`src/rtl/xor_cipher_pkg.sv`:
```
// Shared state encoding, default geometry and width helpers for the XOR stream cipher.
// Everything that depends on the key/lane/message geometry is derived here.
package xor_cipher_pkg;

    typedef enum logic [2:0] {
        IDLE,
        KEY_LOAD,
        READY,
        STREAM,
        DONE
    } state_e;

    localparam int DEF_KEY_BITS     = 32;
    localparam int DEF_LANES        = 1;
    localparam int DEF_MAX_MSG_BITS = 512;

    function automatic int key_beats(input int key_bits, input int lanes);
        return key_bits / lanes;
    endfunction

    function automatic int msg_beats(input int max_msg_bits, input int lanes);
        return max_msg_bits / lanes;
    endfunction

    // The beat counter must be able to hold the beat limit itself.
    function automatic int beat_cnt_w(input int max_msg_bits, input int lanes);
        return $clog2(max_msg_bits / lanes) + 1;
    endfunction

    function automatic int key_cnt_w(input int key_bits, input int lanes);
        return $clog2(key_bits / lanes) + 1;
    endfunction

    function automatic int key_ptr_w(input int key_bits);
        return (key_bits > 1) ? $clog2(key_bits) : 1;
    endfunction

endpackage

```
`src/rtl/xor_stream_cipher_core_key_stream.sv`:
```
// Base/working key registers, bit pointer and LANES-wide keystream slice.
// On a stream start the slice is taken straight from the base key so the first beat needs no bubble.
module xor_key_stream
    import xor_cipher_pkg::*;
#(
    parameter int KEY_BITS = DEF_KEY_BITS,
    parameter int LANES    = DEF_LANES,
    parameter int ROLL_KEY = 0
) (
    input  logic             clk,
    input  logic             rst_n,
    input  logic             ena,
    input  logic             shift_i,
    input  logic             clear_i,
    input  logic [LANES-1:0] shift_data_i,
    input  logic             start_i,
    input  logic             adv_i,
    output logic [LANES-1:0] slice_o
);

    localparam int            PW       = key_ptr_w(KEY_BITS);
    localparam logic [PW-1:0] PTR_LAST = PW'(KEY_BITS - LANES);
    localparam logic [PW-1:0] PTR_STEP = PW'(LANES);

    logic [KEY_BITS-1:0] base_q, base_d;
    logic [KEY_BITS-1:0] work_q, work_d;
    logic [KEY_BITS-1:0] src, shifted;
    logic [PW-1:0]       ptr_q, ptr_d, ptr_cur;
    logic                wrap;

    always_comb begin
        src     = start_i ? base_q : work_q;
        ptr_cur = start_i ? '0 : ptr_q;
        shifted = src << ptr_cur;
        slice_o = shifted[KEY_BITS-1 -: LANES];
        wrap    = (ptr_cur == PTR_LAST);

        base_d = base_q;
        work_d = work_q;
        ptr_d  = ptr_q;

        if (clear_i) begin
            base_d = '0;
        end else if (shift_i) begin
            base_d = (base_q << LANES) | KEY_BITS'(shift_data_i);
        end

        // Rotation applies to the working copy only; the base key stays as loaded.
        if (adv_i) begin
            ptr_d  = wrap ? '0 : ptr_cur + PTR_STEP;
            work_d = (wrap && ROLL_KEY != 0) ? {src[KEY_BITS-2:0], src[KEY_BITS-1]} : src;
        end
    end

    always_ff @(posedge clk or negedge rst_n) begin
        if (!rst_n) begin
            base_q <= '0;
            work_q <= '0;
            ptr_q  <= '0;
        end else if (ena) begin
            base_q <= base_d;
            work_q <= work_d;
            ptr_q  <= ptr_d;
        end
    end

endmodule

```
`src/rtl/xor_stream_cipher_core.sv`:
```
// Streaming XOR cipher: serial key load, on-the-fly encryption, framed output.
// A beat waits one cycle in stage 1 so that a falling iLoad_msg can mark it as the last one.
module xor_stream_cipher_core
    import xor_cipher_pkg::*;
#(
    parameter int KEY_BITS     = DEF_KEY_BITS,
    parameter int LANES        = DEF_LANES,
    parameter int MAX_MSG_BITS = DEF_MAX_MSG_BITS,
    parameter int ROLL_KEY     = 0
) (
    input  logic             clk,
    input  logic             rst_n,
    input  logic             ena,
    input  logic [LANES-1:0] iData_in,
    input  logic             iLoad_key,
    input  logic             iLoad_msg,
    output logic [LANES-1:0] oData_out,
    output logic             oValid,
    output logic             oStart,
    output logic             oEnd,
    output logic             oKey_ready,
    output logic             oOverflow
);

    localparam int KEY_BEATS = key_beats(KEY_BITS, LANES);
    localparam int MSG_BEATS = msg_beats(MAX_MSG_BITS, LANES);
    localparam int CW        = beat_cnt_w(MAX_MSG_BITS, LANES);
    localparam int KW        = key_cnt_w(KEY_BITS, LANES);

    if ((KEY_BITS % LANES) != 0 || (MAX_MSG_BITS % LANES) != 0) begin : g_bad_geometry
        $error("xor_stream_cipher_core: KEY_BITS and MAX_MSG_BITS must be multiples of LANES");
    end

    state_e            state_q, state_d;
    logic [KW-1:0]     key_cnt_q, key_cnt_d;
    logic [CW-1:0]     beat_cnt_q, beat_cnt_d;
    logic              key_ready_q, key_ready_d;
    logic              overflow_q, overflow_d;
    logic              s1_valid_q, s1_valid_d;
    logic              s1_first_q, s1_first_d;
    logic              s1_last_q, s1_last_d;
    logic [LANES-1:0]  s1_data_q, s1_data_d;
    logic              out_valid_q, out_valid_d;
    logic              out_start_q, out_start_d;
    logic              out_end_q, out_end_d;
    logic [LANES-1:0]  out_data_q, out_data_d;
    logic              ks_shift, ks_clear, ks_start, ks_adv;
    logic [LANES-1:0]  ks_slice;

    xor_key_stream #(
        .KEY_BITS (KEY_BITS),
        .LANES    (LANES),
        .ROLL_KEY (ROLL_KEY)
    ) u_key_stream (
        .clk          (clk),
        .rst_n        (rst_n),
        .ena          (ena),
        .shift_i      (ks_shift),
        .clear_i      (ks_clear),
        .shift_data_i (iData_in),
        .start_i      (ks_start),
        .adv_i        (ks_adv),
        .slice_o      (ks_slice)
    );

    always_comb begin
        state_d     = state_q;
        key_cnt_d   = key_cnt_q;
        beat_cnt_d  = beat_cnt_q;
        key_ready_d = key_ready_q;
        overflow_d  = overflow_q;
        ks_shift    = 1'b0;
        ks_clear    = 1'b0;
        ks_start    = 1'b0;
        ks_adv      = 1'b0;
        s1_valid_d  = 1'b0;
        s1_first_d  = 1'b0;
        s1_last_d   = 1'b0;
        s1_data_d   = s1_data_q;

        // Stage 2 resolves the end marker from the current iLoad_msg level.
        out_valid_d = s1_valid_q;
        out_data_d  = s1_valid_q ? s1_data_q : '0;
        out_start_d = s1_valid_q & s1_first_q;
        out_end_d   = s1_valid_q & (s1_last_q | ~iLoad_msg);

        case (state_q)
            IDLE, READY: begin
                if (iLoad_key) begin
                    ks_shift    = 1'b1;
                    key_ready_d = (KEY_BEATS == 1);
                    overflow_d  = 1'b0;
                    key_cnt_d   = KW'(1);
                    state_d     = (KEY_BEATS == 1) ? READY : KEY_LOAD;
                end else if (state_q == READY && iLoad_msg) begin
                    ks_start   = 1'b1;
                    ks_adv     = 1'b1;
                    s1_valid_d = 1'b1;
                    s1_first_d = 1'b1;
                    s1_last_d  = (MSG_BEATS == 1);
                    s1_data_d  = iData_in ^ ks_slice;
                    beat_cnt_d = CW'(1);
                    state_d    = (MSG_BEATS == 1) ? DONE : STREAM;
                end
            end
            KEY_LOAD: begin
                if (iLoad_key) begin
                    ks_shift  = 1'b1;
                    key_cnt_d = key_cnt_q + KW'(1);
                    if (key_cnt_q == KW'(KEY_BEATS - 1)) begin
                        key_ready_d = 1'b1;
                        state_d     = READY;
                    end
                end else begin
                    ks_clear  = 1'b1;
                    key_cnt_d = '0;
                    state_d   = IDLE;
                end
            end
            STREAM: begin
                if (iLoad_msg) begin
                    ks_adv     = 1'b1;
                    s1_valid_d = 1'b1;
                    s1_data_d  = iData_in ^ ks_slice;
                    beat_cnt_d = beat_cnt_q + CW'(1);
                    if (beat_cnt_q == CW'(MSG_BEATS - 1)) begin
                        s1_last_d = 1'b1;
                        state_d   = DONE;
                    end
                end else begin
                    state_d = READY;
                end
            end
            DONE: begin
                if (iLoad_msg) begin
                    overflow_d = 1'b1;
                end else begin
                    state_d = READY;
                end
            end
            default: state_d = IDLE;
        endcase
    end

    always_ff @(posedge clk or negedge rst_n) begin
        if (!rst_n) begin
            state_q     <= IDLE;
            key_cnt_q   <= '0;
            beat_cnt_q  <= '0;
            key_ready_q <= 1'b0;
            overflow_q  <= 1'b0;
            s1_valid_q  <= 1'b0;
            s1_first_q  <= 1'b0;
            s1_last_q   <= 1'b0;
            s1_data_q   <= '0;
            out_valid_q <= 1'b0;
            out_start_q <= 1'b0;
            out_end_q   <= 1'b0;
            out_data_q  <= '0;
        end else if (ena) begin
            state_q     <= state_d;
            key_cnt_q   <= key_cnt_d;
            beat_cnt_q  <= beat_cnt_d;
            key_ready_q <= key_ready_d;
            overflow_q  <= overflow_d;
            s1_valid_q  <= s1_valid_d;
            s1_first_q  <= s1_first_d;
            s1_last_q   <= s1_last_d;
            s1_data_q   <= s1_data_d;
            out_valid_q <= out_valid_d;
            out_start_q <= out_start_d;
            out_end_q   <= out_end_d;
            out_data_q  <= out_data_d;
        end
    end

    assign oData_out  = out_data_q;
    assign oValid     = out_valid_q;
    assign oStart     = out_start_q;
    assign oEnd       = out_end_q;
    assign oKey_ready = key_ready_q;
    assign oOverflow  = overflow_q;

endmodule

```
`config.mk`:
```
export PLATFORM = sky130hd
export DESIGN_NAME = xor_stream_cipher_core
export DESIGN_NICKNAME = d
export VERILOG_FILES = /design/src/rtl/xor_cipher_pkg.sv /design/src/rtl/xor_stream_cipher_core_key_stream.sv /design/src/rtl/xor_stream_cipher_core.sv
export SDC_FILE = /design/constraint.sdc
export NUM_CORES = 1
export LEC_CHECK = 0
export ABC_AREA = 1
export CAP_MARGIN = 20
export CELL_PAD_IN_SITES_DETAIL_PLACEMENT = 2
export CELL_PAD_IN_SITES_GLOBAL_PLACEMENT = 2
export CORE_MARGIN = 4
export CORE_UTILIZATION = 38
export DETAILED_ROUTE_END_ITERATION = 10
export PLACE_DENSITY_LB_ADDON = 0.1
export SLEW_MARGIN = 20
export SYNTH_ARGS = -nofsm -noshare
export SYNTH_HDL_FRONTEND = slang
export SYNTH_SLANG_ARGS = --single-unit
export TNS_END_PERCENT = 20
```
`constraint.sdc`:
```
create_clock -name clk -period 2.56 [get_ports clk]
set_input_delay 0.64 -clock clk [delete_from_list [all_inputs] [get_ports clk]]
set_output_delay 0.64 -clock clk [all_outputs]
set_load 0.1 [all_outputs]
```
==> impl_results.md <==
- Synthesized area: about 0.0047 sq mm
- Yosys top cell area share: between 50% and 60%
- Post CTS Setup Buffer Count: 0
- Slew HR: 73.0%
- Net count reported at finish: about 600
- Htree depth: 3
- Vias in the first global route: about 4200
- Site Rows: 40
- Slowest cell on the critical path: clkdlybuf4s50_1
- Switching Share: approximately two fifths
- Syn_nets: about 560
- WP buf/inv: 2
- Commonest non-fill, non-tap cell in the layout: nand2_1
- Unique cell type count in the Yosys netlist: 37
- Antenna violations before repair: 0
- Clock Skew: roughly 0.0086 ns
- Logic pwr share: around two fifths
- VDD IR max: approximately 0.50 mV
- Compound-gate portion of the synthesized area: between 10% and 20%
- Final setup viols: 0
- Clk network pwr share: roughly a fifth
- RSZ-0062 raised after global routing: false
- Drt drc: 0
- Mux cell area share after synthesis: 0%
- Share of layout cells above drive strength 1: between 10% and 20%
- Tot GR Track Use: 19.9%
- First-pass DRT Iterations: 4
- Cell family with most CP delay: simple AND/OR/NAND/NOR gates
- Max-Cap Viols: 0
- Power Total: 5.84 mW
- WL final: approximately 13 mm
- CP arrival: between 2 and 3 ns
- Cell taking the most area after synthesis: dfrtp_1
- Commonest non-fill, non-tap cells in the layout: 103 x nand2_1, 98 x dfrtp_1, 93 x inv_1
- Setup ws final: 0.253 ns
- Top-level I/O count: 12
- Avg Cell Area, Syn: 8.40 sq um
- Fmax: approximately 0.43 GHz
- Sequential share of power: 39.6%
- WS Path Type: in2reg
- Die area: around 0.014 sq mm
- Cts bufs inserted: 9
- CP most frequent cell: nand2_2
- Area contributors post-synth: dfrtp_1 53%, nand2_1 8.3%, inv_1 7.5%
- Post-Synth XOR/XNOR Area: 0.376%
- Class of the worst hold path: in2async
- Main combinational cell family by area after synthesis: simple AND/OR/NAND/NOR gates
- Final Cycle Share: 90.1%
- Crit path time final: 2.31 ns
- Synthesized-area fraction occupied by adder cells: between 1 and 1.5%
- Pwr/cell area: approximately 1100 mW/mm^2
- Clock transition at path regs: 0.07 ns
- Clk Tree Root Cell: clkbuf_16
- CTS resizes: 0
- Core area: 0.0120 sq mm
- Cell chain of the critical path: clkdlybuf4s50_1 > nand2_2 > buf_4 > nor2_1 > nand2_2 > nand2_2 > nand3_2 > nor4_2 > nand2_1 > a21oi_1 > o21a_1
- Gpl congestion: 0.789
- Routed Antenna Nets: 0
- Initial drt markers: about 150
- Largest net degree at the start of global routing: 42
- Total gr overflow: 0
- Die W: around 120 um
- Vias: 3900
- Simple-Gate Fraction of Synth Area: about 22%
- Internal power: between 3 and 4 mW
- Worst-path maximum fanout: 5
- Psw: 2.36 mW
- Clk sink count: 98
- WP data required: approximately 2.9 ns
- Area grow syn2layout: 15.2%
- Status: complete, no violations
- # port buffers: 11
- Fin Setup TNS: 0 ns
- Final Max Slew Viols: 0
- Number of antenna diodes: 0
- Initial core utilization: roughly two fifths
- Yosys reg bits: slightly below 100
- Synthesized netlist cell count: 554
- CTS tree: yes
- Hold Fails Final Rpt: 0
- Measured slew at the worst slew-check pin: roughly 0.4 ns
- DP HPWL: 9.18 mm
- Type of destination of the critical path: flip-flop
- Place WS: -0.0696 ns
- CTS max path bufs: 2
- Routed WL per cell: between 15 and 20 um
- Register area share after synthesis: between 50 and 60%
- Hold buffer count at cts: 0
- Via-per-instance ratio: between 5 and 6
- Critical Path Source Type: input port
- Leakage: approximately 2.7 nW
- Die height: ~120 um
- First-pass GRT wire length: around 22 mm
- FILL cells: around 1400
- Worst skew pair latency: between 0.3 and 0.4 ns
- Crit-path max cell delay: about 0.50 ns
- Synth warnings: 0
## registers in the layout, summed over array words and instances, names as in the netlist
name                 count
u_key_stream.base_q     32
s1_data_q                1
key_cnt_q                6
beat_cnt_q              10
s1_first_q               1
oStart                   1
out_valid_d              1
s1_last_q                1
u_key_stream.work_q     32
oOverflow                1
oEnd                     1
u_key_stream.ptr_q       5
oKey_ready               1
oData_out                1
state_q                  3
oValid                   1
## cells by family after synthesis
logic type | count (synthesis)
simple gates | 219
buf+inv | 120
fa+ha+maj | 4
compound gates | 111
flops | 98
xor+xnor | 2
## per-layer routing
layer | track usage [%] | wire length (um) | vias up
met1 | 26.2 | 6150 | 1993
met2 | 32.7 | 6430 | 21
li1 | - | - | 1872
met5 | 0 | 0 | -
met4 | 6.73 | 208 | 0
met3 | 4.11 | 243 | 14
## worst register-to-register path: cells and delay by family, from the launching register on
family	cells	cell delay, ns
compound gates	1	0.06
buf+inv	1	0.24
flops	1	0.44
simple gates	11	1.22
## path summary, 6_finish.rpt
path,from,end,slack (ns),cells past startpoint
min reg2reg,oValid,oValid,0.48,2
min in group clk,oValid,oValid,0.48,2
max in group asynchronous,rst_n,u_key_stream.work_q[29],1.80,2
max,iLoad_msg,beat_cnt_q[9],0.25,11
max reg2reg,state_q[2],s1_data_q,0.49,13
min,rst_n,u_key_stream.work_q[31],0.16,1
## final cells by class
type                            count  area (sq um)  area share [%]
Clock buffer                       14           244            4.55
Clock inverter                      2          13.8           0.257
Inverter                           99           372            6.93
Multi-Input combinational cell    336          1710            31.9
Sequential cell                    98          2450            45.7
Tap cell                          147           184            3.43
Timing Repair Buffer               43           383            7.14
## through the flow
step	utilization [%]	hold WS (ns)	instance area, sq um	instances
finish	44.6	0.161	5360	739
global route	44.6	0.171	5360	739
CTS	44.6	0.159	5360	739
detailed placement	42.5	0.469	5100	723
global placement	42.5	0.457	5100	723
floorplan	-	0.344	4650	554
## cell usage after synthesis (all sizes together)
library cell,n
nand2,110
dfrtp,98
inv,98
nand3,62
o21ai,45
o22ai,35
nor2,25
a21oi,20
buf,12
nor3,10
clkbuf,9
nand4,7
ha,4
o211ai,4
and3,2
or2,2
xor2,2
a211oi,1
a21boi,1
a22oi,1
a31oi,1
a32o,1
a41oi,1
clkinv,1
nor4,1
o21a,1
## power by group through the flow
stage | sequential (mW) | combinational, mW | clock (mW)
after detailed placement | 2.34 | 2.28 | 0
after global placement | 2.32 | 2.17 | 0
after floorplan | 2.29 | 1.52 | 0
after CTS | 2.32 | 2.33 | 1.29
after global routing | 2.36 | 2.61 | 1.36
final | 2.31 | 2.28 | 1.25
No activity file was read; power rests on OpenSTA's default activity.
